[src/rtl/instr_fetch_unit.sv]
// Multi-cycle fetch stage: PC register, req/ack instruction fetch into IR,
// decode field split and tracking of the fetched instruction's address.
module instr_fetch_unit #(
    parameter logic [31:0] RESET_PC = 32'h0000_3000,
    parameter logic [31:0] PC_STEP  = 32'd4
) (
    input  logic        clk,
    input  logic        reset,
    input  logic        fetch_en,
    input  logic        pc_wr,
    input  logic [31:0] pc_in,
    output logic        mem_req,
    output logic [31:0] mem_addr,
    input  logic        mem_ack,
    input  logic [31:0] mem_rdata,
    output logic        ir_valid,
    output logic        busy,
    output logic [31:0] pc,
    output logic [31:0] instr_pc,
    output logic [31:0] pc_plus4,
    output logic [31:0] instr,
    output logic [5:0]  opcode,
    output logic [4:0]  rs,
    output logic [4:0]  rt,
    output logic [4:0]  rd,
    output logic [4:0]  shamt,
    output logic [5:0]  funct,
    output logic [15:0] imm16,
    output logic [25:0] jidx
);

    typedef enum logic [1:0] {
        IDLE = 2'd0,
        WAIT = 2'd1,
        HOLD = 2'd2
    } state_t;

    state_t      state_reg;
    logic [31:0] pc_reg;
    logic [31:0] instr_pc_reg;
    logic [31:0] ir_reg;
    logic [31:0] mem_addr_reg;
    logic [31:0] redirect_reg;
    logic        redirect_valid_reg;
    logic        mem_req_reg;
    logic        busy_reg;
    logic        ir_valid_reg;
    logic [31:0] pc_in_aligned;

    assign pc_in_aligned = pc_in & ~32'd3;

    always_ff @(posedge clk or posedge reset) begin
        if (reset) begin
            state_reg          <= IDLE;
            pc_reg             <= RESET_PC;
            instr_pc_reg       <= RESET_PC;
            ir_reg             <= 32'd0;
            mem_addr_reg       <= RESET_PC;
            redirect_reg       <= 32'd0;
            redirect_valid_reg <= 1'b0;
            mem_req_reg        <= 1'b0;
            busy_reg           <= 1'b0;
            ir_valid_reg       <= 1'b0;
        end else begin
            case (state_reg)
                IDLE, HOLD: begin
                    if (fetch_en) begin
                        // A same-cycle redirect bypasses the PC register straight onto the bus.
                        state_reg          <= WAIT;
                        mem_addr_reg       <= pc_wr ? pc_in_aligned : pc_reg;
                        mem_req_reg        <= 1'b1;
                        busy_reg           <= 1'b1;
                        ir_valid_reg       <= 1'b0;
                        redirect_valid_reg <= 1'b0;
                    end else if (pc_wr) begin
                        pc_reg <= pc_in_aligned;
                    end
                end
                WAIT: begin
                    if (mem_ack) begin
                        state_reg          <= HOLD;
                        ir_reg             <= mem_rdata;
                        instr_pc_reg       <= mem_addr_reg;
                        mem_req_reg        <= 1'b0;
                        busy_reg           <= 1'b0;
                        ir_valid_reg       <= 1'b1;
                        redirect_valid_reg <= 1'b0;
                        if (pc_wr) begin
                            pc_reg <= pc_in_aligned;
                        end else if (redirect_valid_reg) begin
                            pc_reg <= redirect_reg;
                        end else begin
                            pc_reg <= mem_addr_reg + PC_STEP;
                        end
                    end else if (pc_wr) begin
                        // The in-flight fetch completes; the redirect only replaces the next PC.
                        redirect_reg       <= pc_in_aligned;
                        redirect_valid_reg <= 1'b1;
                    end
                end
                default: begin
                    state_reg    <= IDLE;
                    mem_req_reg  <= 1'b0;
                    busy_reg     <= 1'b0;
                    ir_valid_reg <= 1'b0;
                end
            endcase
        end
    end

    assign mem_req  = mem_req_reg;
    assign mem_addr = mem_addr_reg;
    assign busy     = busy_reg;
    assign ir_valid = ir_valid_reg;
    assign pc       = pc_reg;
    assign instr_pc = instr_pc_reg;
    assign pc_plus4 = instr_pc_reg + 32'd4;
    assign instr    = ir_reg;

    assign opcode = ir_reg[31:26];
    assign rs     = ir_reg[25:21];
    assign rt     = ir_reg[20:16];
    assign rd     = ir_reg[15:11];
    assign shamt  = ir_reg[10:6];
    assign funct  = ir_reg[5:0];
    assign imm16  = ir_reg[15:0];
    assign jidx   = ir_reg[25:0];

endmodule

[config.mk]
export PLATFORM = sky130hd
export DESIGN_NAME = instr_fetch_unit
export DESIGN_NICKNAME = d
export VERILOG_FILES = /design/src/rtl/instr_fetch_unit.sv
export SDC_FILE = /design/constraint.sdc
export NUM_CORES = 1
export LEC_CHECK = 0
export CELL_PAD_IN_SITES_DETAIL_PLACEMENT = 2
export CELL_PAD_IN_SITES_GLOBAL_PLACEMENT = 2
export CORE_ASPECT_RATIO = 0.6
export CORE_MARGIN = 5
export CORE_UTILIZATION = 26
export DETAILED_ROUTE_END_ITERATION = 10
export HOLD_SLACK_MARGIN = 0.1
export PLACE_DENSITY = 0.85
export SLEW_MARGIN = 20
export SYNTH_ARGS = -nofsm -noshare
export SYNTH_HDL_FRONTEND = slang
export SYNTH_SLANG_ARGS = --single-unit
[constraint.sdc]
create_clock -name clk -period 8.6 [get_ports clk]
set_input_delay 2.58 -clock clk [delete_from_list [all_inputs] [get_ports clk]]
set_output_delay 2.58 -clock clk [all_outputs]
set_load 0.005 [all_outputs]
==> results of run 1 <==
-- worst max-delay path by stage --
stage / from / endpoint / slack (ns) / cells after the start
3_3_place_gp: mem_ack / pc[9] / 3.07 / 7
4_1_cts: instr_pc[12] / pc_plus4[31] / 3.05 / 6
2_1_floorplan: reset / busy / 1.65 / 1
6_report: instr_pc[12] / pc_plus4[31] / 3.11 / 6
5_1_grt: instr_pc[19] / pc_plus4[31] / 2.95 / 6
3_5_place_dp: mem_ack / pc[24] / 2.87 / 7
-- cell families (layout without fill, tap and decap cells) --
family | count (synthesis) | in the layout | share of synthesized area
XOR/XNOR | 55 | 55 | 0.0570
other | 0 | 1 | 0
multiplexers | 61 | 61 | 0.0766
AO/OA/AOI/OAI | 134 | 134 | 0.0976
adder cells (fa/ha/maj) | 2 | 2 | 0.00296
AND/OR/NAND/NOR | 351 | 351 | 0.192
buffers and inverters | 129 | 350 | 0.0938
flip-flops | 162 | 162 | 0.480
-- final cells by class --
class / count / area [um2] / area share
clock inverters: 8 / 146 / 0.0122
repair buffers: 311 / 3090 / 0.258
clock buffers: 24 / 512 / 0.0427
well taps: 424 / 531 / 0.0442
multi-input cells: 603 / 3620 / 0.302
diodes: 1 / 2.50 / 0.000209
flip-flops and latches: 162 / 4060 / 0.339
inverters: 7 / 31.3 / 0.00261
-- cell usage in the layout (no fill, tap or decap), types with 6 or more instances in the layout --
cell type	instances
a21oi_1	26
clkbuf_8	6
nand3_1	25
nor2_1	18
dfstp_2	6
nand4_1	16
a22oi_1	6
clkdlybuf4s50_1	302
nand2b_1	9
mux2_2	30
mux2i_1	31
nand2_1	242
inv_1	6
o21ai_1	15
clkbuf_16	17
a22o_1	10
dfrtp_1	156
and3_1	11
o21ai_0	47
xor2_1	22
buf_4	8
xnor2_1	33
-- critical path: stages, from the launching register on --
cell	delay (ns)
dfstp_2	0.56
and4_4	0.29
nand3_4	0.15
nor4_4	0.45
nor3b_2	0.30
xor2_1	0.16
clkdlybuf4s50_1	0.55
-- power by group through the flow --
stage | combinational, mW | clock (mW) | sequential (mW)
after floorplan | 0.754 | 0 | 1.39
after global placement | 1.61 | 0 | 1.50
after detailed placement | 1.68 | 0 | 1.53
after CTS | 1.69 | 0.893 | 1.52
after global routing | 1.79 | 0.920 | 1.57
final | 1.65 | 0.869 | 1.51
-- per-layer routing --
layer / GRT usage / vias to the layer above / routed length, um
li1: - / 3376 / -
met3: 0.0553 / 17 / 1880
met4: 0.0340 / 2 / 193
met5: 0 / - / 13
met2: 0.316 / 178 / 16900
met1: 0.245 / 3881 / 15500
-- stage by stage --
stage          total power [mW]  setup slack, ns  utilization  cell area (um2)  std cells
4_1_cts                    4.11             3.05        0.371            12000       1539
6_report                   4.03             3.11        0.371            12000       1540
3_5_place_dp               3.21             2.87        0.351            11300       1507
2_1_floorplan              2.14             1.65            -             8460        894
5_1_grt                    4.28             2.95        0.371            12000       1539
3_3_place_gp               3.11             3.07        0.351            11300       1507
==> impl_metrics.csv, run 1 <==
group,metric,value,unit
clock_network,cts_buffers,17,
worst_setup_path,r2r_slack,5.86,ns
routing,drt_iter0_drc,359,
worst_setup_path,cp.required,6.02,ns
timing,final_hold_viol_count,0,
synthesis,async_flop_share,1.00,
synthesis,yosys-top-cells-count,"242 x nand2_1, 156 x dfrtp_1, 77 x buf_4",
power_and_ir_drop,pwr-share-clk,0.215,
min_path,worstHoldPathType,"reg -> reg",
grt,grtUsageTotal,0.188,
final_layout,fillers,3527,
grt,grt_start_max_net_pins,70,
die,dieArea,36400,um2
synthesis,yosys_register_bits,162,
timing,fin_skew,0.0102,ns
timing,finalCriticalPeriod,5.49,ns
routing,drc_errors,0,
power_and_ir_drop,p_leak,5.08,nW
worst_setup_path,critical_path.max_fanout,7,
timing,slew_viol_final,0,
synthesis,syn-num-nets,965,
min_path,hp-start,"instr_pc[12]",
clock_network,cts_setup_buffers,0,
synthesis,yosys-top-cells-area,"dfrtp_1 46%, nand2_1 11%, buf_4 6.8%",
power_and_ir_drop,p_seq_frac,0.375,
clock_network,insertion_delay,0.44,ns
power_and_ir_drop,comb_power_share,0.410,
grt,grt_pass1_vias,8381,
final_layout,syn_to_final_growth,41.8,%
routing,drtPass1Iterations,4,
worst_setup_path,crit_type,"reg -> out",
placed_design,dp_hpwl,24.6,mm
die,io_pins,306,
routing,viasPerCell,4.84,
clock_network,cts_resized,0,
die,core_area,32300,um2
worst_setup_path,end_kind,"output port",
synthesis,postSynthAreaPerCell,9.46,um2
power_and_ir_drop,ir_drop,0.137,mV
job,drv_cap,0,
synthesis,synth_edf_count,0,
synthesis,synth_most_common_cell,"nand2_1",
synthesis,synth_ff_type,"dfrtp_1",
timing,tightest_slew,1.08,ns
routing,via_count,7454,
synthesis,synth_area,8460,um2
power_and_ir_drop,power.density,336,nW/um2
timing,fmax,0.182,GHz
synthesis,synthDistinctLibCells,53,
min_path,min_to,"instr_pc[12]",
synthesis,syn_inst,894,
run_status,outcome,"finished clean",
routing,antenna_left,0,
power_and_ir_drop,intPower,2.64,mW
clock_network,htreeDepth,4,
clock_network,clockBufferDepth,2,
worst_setup_path,critPathLaunchType,"register",
die,rows,51,
die,start_util,0.262,
clock_network,cts_root_buffer,"clkbuf_16",
synthesis,ys_warn_count,0,
final_layout,drive_gt1_frac,0.0879,
power_and_ir_drop,sw_frac_of_total,0.346,
die,die_w,243,um
grt,globalRouteOverflowTotal,0,
timing,post-route-period-util,0.638,
timing,slew_headroom,0.277,
clock_network,hold_buffers,0,
worst_setup_path,worst_r2r_path_depth,6,
placed_design,io_buffers,303,
clock_network,clk_pin_slew_worst_paths,0.07,ns
synthesis,synth_top_area_cell,"dfrtp_1",
worst_setup_path,cp.arrival,2.91,ns
grt,antenna_found_initial,1,
min_path,worstHoldPathCells,2,
die,fp.dieH,150,um
clock_network,cts_tree,"done",
placed_design,globalplace.congestion,0.761,
synthesis,ys_seq_area_frac,0.480,
timing,finalSetupViolations,0,
worst_setup_path,timing.rr.start,"state_reg[0]",
timing,fin_setup_tns,0,ns
routing,wirelength,34.5,mm
synthesis,netlist.area_leader.share,0.462,
routing,wl_per_cell,22.4,um
power_and_ir_drop,power.switching,1.39,mW
worst_setup_path,regToRegEndpoint,"pc[24]",
clock_network,cts_sinks,162,
grt,grt_first_pass_wirelength,52.9,mm
timing,rsz0062_at_grt,"false",
final_layout,nNetsFinal,1173,
timing,fin_hold_ws,0.489,ns
(Power assumes the default switching activity.)
==> inputs of run 2 (changes only) <==
--- a/config.mk
+++ b/config.mk
@@ -9,10 +9,10 @@
 export CELL_PAD_IN_SITES_GLOBAL_PLACEMENT = 2
 export CORE_ASPECT_RATIO = 0.6
 export CORE_MARGIN = 5
-export CORE_UTILIZATION = 26
+export CORE_UTILIZATION = 24
 export DETAILED_ROUTE_END_ITERATION = 10
 export HOLD_SLACK_MARGIN = 0.1
-export PLACE_DENSITY = 0.85
+export PLACE_DENSITY = 0.82
 export SLEW_MARGIN = 20
 export SYNTH_ARGS = -nofsm -noshare
 export SYNTH_HDL_FRONTEND = slang
==> constraint.sdc (replaced) <==
create_clock -name clk -period 4.75 [get_ports clk]
set_input_delay 1.425 -clock clk [delete_from_list [all_inputs] [get_ports clk]]
set_output_delay 1.425 -clock clk [all_outputs]
set_load 0.005 [all_outputs]
==> run 2 against run 1 <==
Compared with the run above: highest routed layer is now met4; register-to-register slack worse by 3.8 ns; utilization down 2.7 points; largest cell class unchanged; combinational power up 82%; hold slack better by 0.015 ns.
==> impl_metrics.csv, run 2 (synthesis gave the netlist of run 1 again) <==
group,metric,value,unit
worst_setup_path,cp.depth,5,
routing,wl_per_cell,21.2,um
timing,fin_setup_tns,0,ns
die,dieArea,39200,um2
routing,via_count,7513,
die,io_pins,306,
clock_network,insertion_delay,0.44,ns
power_and_ir_drop,pwr-share-clk,0.195,
clock_network,htreeDepth,4,
placed_design,dp_hpwl,25.0,mm
power_and_ir_drop,ir_drop,0.255,mV
worst_setup_path,cpPeakStageDelay,0.65,ns
routing,viasPerCell,4.73,
grt,grt_pass1_vias,8229,
run_status,outcome,"finished clean",
final_layout,layout_common_cells,"302 x clkdlybuf4s50_1, 242 x nand2_1, 156 x dfrtp_1, 47 x o21ai_0, 33 x xnor2_1",
worst_setup_path,worst_r2r_path_depth,6,
timing,fmax,0.232,GHz
final_layout,layout_commonest_cell,"clkdlybuf4s50_1",
grt,grt_start_max_net_pins,101,
worst_setup_path,critical_path.max_fanout,11,
clock_network,cts_sinks,162,
grt,antenna_found_initial,1,
clock_network,cts_resized,0,
power_and_ir_drop,sw_frac_of_total,0.351,
worst_setup_path,cp_cell_sequence,"ha_1, and3_1, nand4_1, xnor2_1, clkdlybuf4s50_1",
routing,drt_iter0_drc,333,
job,drv_cap,0,
worst_setup_path,cp.required,3.32,ns
worst_setup_path,regToRegEndpoint,"pc[30]",
worst_setup_path,cp_slowest_cell,"and3_1",
worst_setup_path,critPathLaunchType,"register",
die,core_area,34900,um2
timing,tightest_slew,1.06,ns
power_and_ir_drop,p_leak,5.06,nW
timing,finalSetupViolations,0,
placed_design,globalplace.congestion,0.760,
power_and_ir_drop,comb_power_share,0.421,
routing,drtPass1Iterations,5,
worst_setup_path,path_buf_inv,1,
timing,slew_headroom,0.295,
worst_setup_path,cp-endpoint,"pc_plus4[20]",
clock_network,cts_root_buffer,"clkbuf_16",
timing,post-route-period-util,0.906,
clock_network,cts_setup_buffers,0,
timing,finalCriticalPeriod,4.30,ns
worst_setup_path,timing.rr.start,"mem_addr[2]",
timing,slew_viol_final,0,
final_layout,nNetsFinal,1177,
routing,wirelength,33.7,mm
worst_setup_path,crit_type,"reg -> out",
grt,globalRouteOverflowTotal,0,
timing,fin_skew,0.0108,ns
worst_setup_path,end_kind,"output port",
die,fp.dieH,155,um
timing,fin_hold_ws,0.504,ns
power_and_ir_drop,power.density,592,nW/um2
final_layout,drive_gt1_frac,0.0885,
routing,drc_errors,0,
power_and_ir_drop,p_seq_frac,0.384,
die,die_w,252,um
worst_setup_path,r2r_slack,2.03,ns
clock_network,clk_pin_slew_worst_paths,0.07,ns
routing,antenna_left,0,
power_and_ir_drop,power.switching,2.49,mW
worst_setup_path,startpoint,"instr_pc[3]",
clock_network,cts_tree,"done",
die,start_util,0.242,
placed_design,io_buffers,303,
grt,grtUsageTotal,0.169,
min_path,worstHoldPathType,"reg -> reg",
worst_setup_path,cp.arrival,2.88,ns
timing,rsz0062_at_grt,"false",
grt,grt_first_pass_wirelength,51.5,mm
clock_network,hold_buffers,0,
worst_setup_path,critPathTopFamily,"simple AND/OR/NAND/NOR gates",
clock_network,cts_buffers,17,
timing,final_hold_viol_count,0,
clock_network,clockBufferDepth,2,
die,rows,53,
power_and_ir_drop,intPower,4.62,mW
final_layout,syn_to_final_growth,42.0,%
==> run 2: metrics by stage <==
stage / instance area [um2] / power [mW] / std cells / setup WS, ns / utilization
after detailed placement: 11400 / 5.81 / 1554 / 0.884 / 0.328
after global routing: 12000 / 7.58 / 1587 / 0.248 / 0.344
final: 12000 / 7.11 / 1588 / 0.446 / 0.344
after CTS: 12000 / 7.25 / 1586 / 0.363 / 0.344
after global placement: 11400 / 5.65 / 1554 / 0.967 / 0.328
after floorplan: 8460 / 3.88 / 894 / 1.27 / -
==> run 2: worst register-to-register path, cell delays in order, from the launching register on <==
cell     delay (ns)
dfrtp_1        0.63
ha_1           0.39
nand4_1        0.37
nor4_4         0.66
nand2_1        0.14
xor2_1         0.25
a31oi_1        0.13
==> run 2: how the worst min path moves through the flow <==
stage / start / endpoint / slack (ns) / depth (start not counted)
detailed placement: redirect_reg[7] / redirect_reg[7] / 0.50 / 1
global route: redirect_reg[8] / redirect_reg[8] / 0.53 / 1
CTS: redirect_reg[7] / redirect_reg[7] / 0.51 / 1
floorplan: instr_pc[12] / instr_pc[12] / 0.47 / 2
global placement: instr_pc[12] / instr_pc[12] / 0.48 / 2
finish: instr_pc[12] / instr_pc[12] / 0.50 / 2
==> run 2: cell type report <==
class | count | area, um2
clock buffers | 22 | 464
repair buffers | 315 | 3140
multi-input cells | 603 | 3620
diodes | 2 | 5.00
well taps | 467 | 584
flip-flops and latches | 162 | 4060
inverters | 7 | 30.0
clock inverters | 10 | 109
fillers | 3839 | 22900
==> run 2: power by group through the flow <==
stage,logic (mW),registers (mW),clock network [mW]
finish,3.00,2.73,1.39
global route,3.24,2.84,1.50
CTS,3.07,2.74,1.44
detailed placement,3.06,2.75,0
global placement,2.95,2.70,0
floorplan,1.37,2.51,0
==> run 2: metal layers <==
| layer | global-route usage | wire, um |
|---|---|---|
| met4 | 0.0424 | 477 |
| met2 | 0.285 | 16500 |
| met5 | 0 | 0 |
| met3 | 0.0327 | 1240 |
| met1 | 0.225 | 15500 |
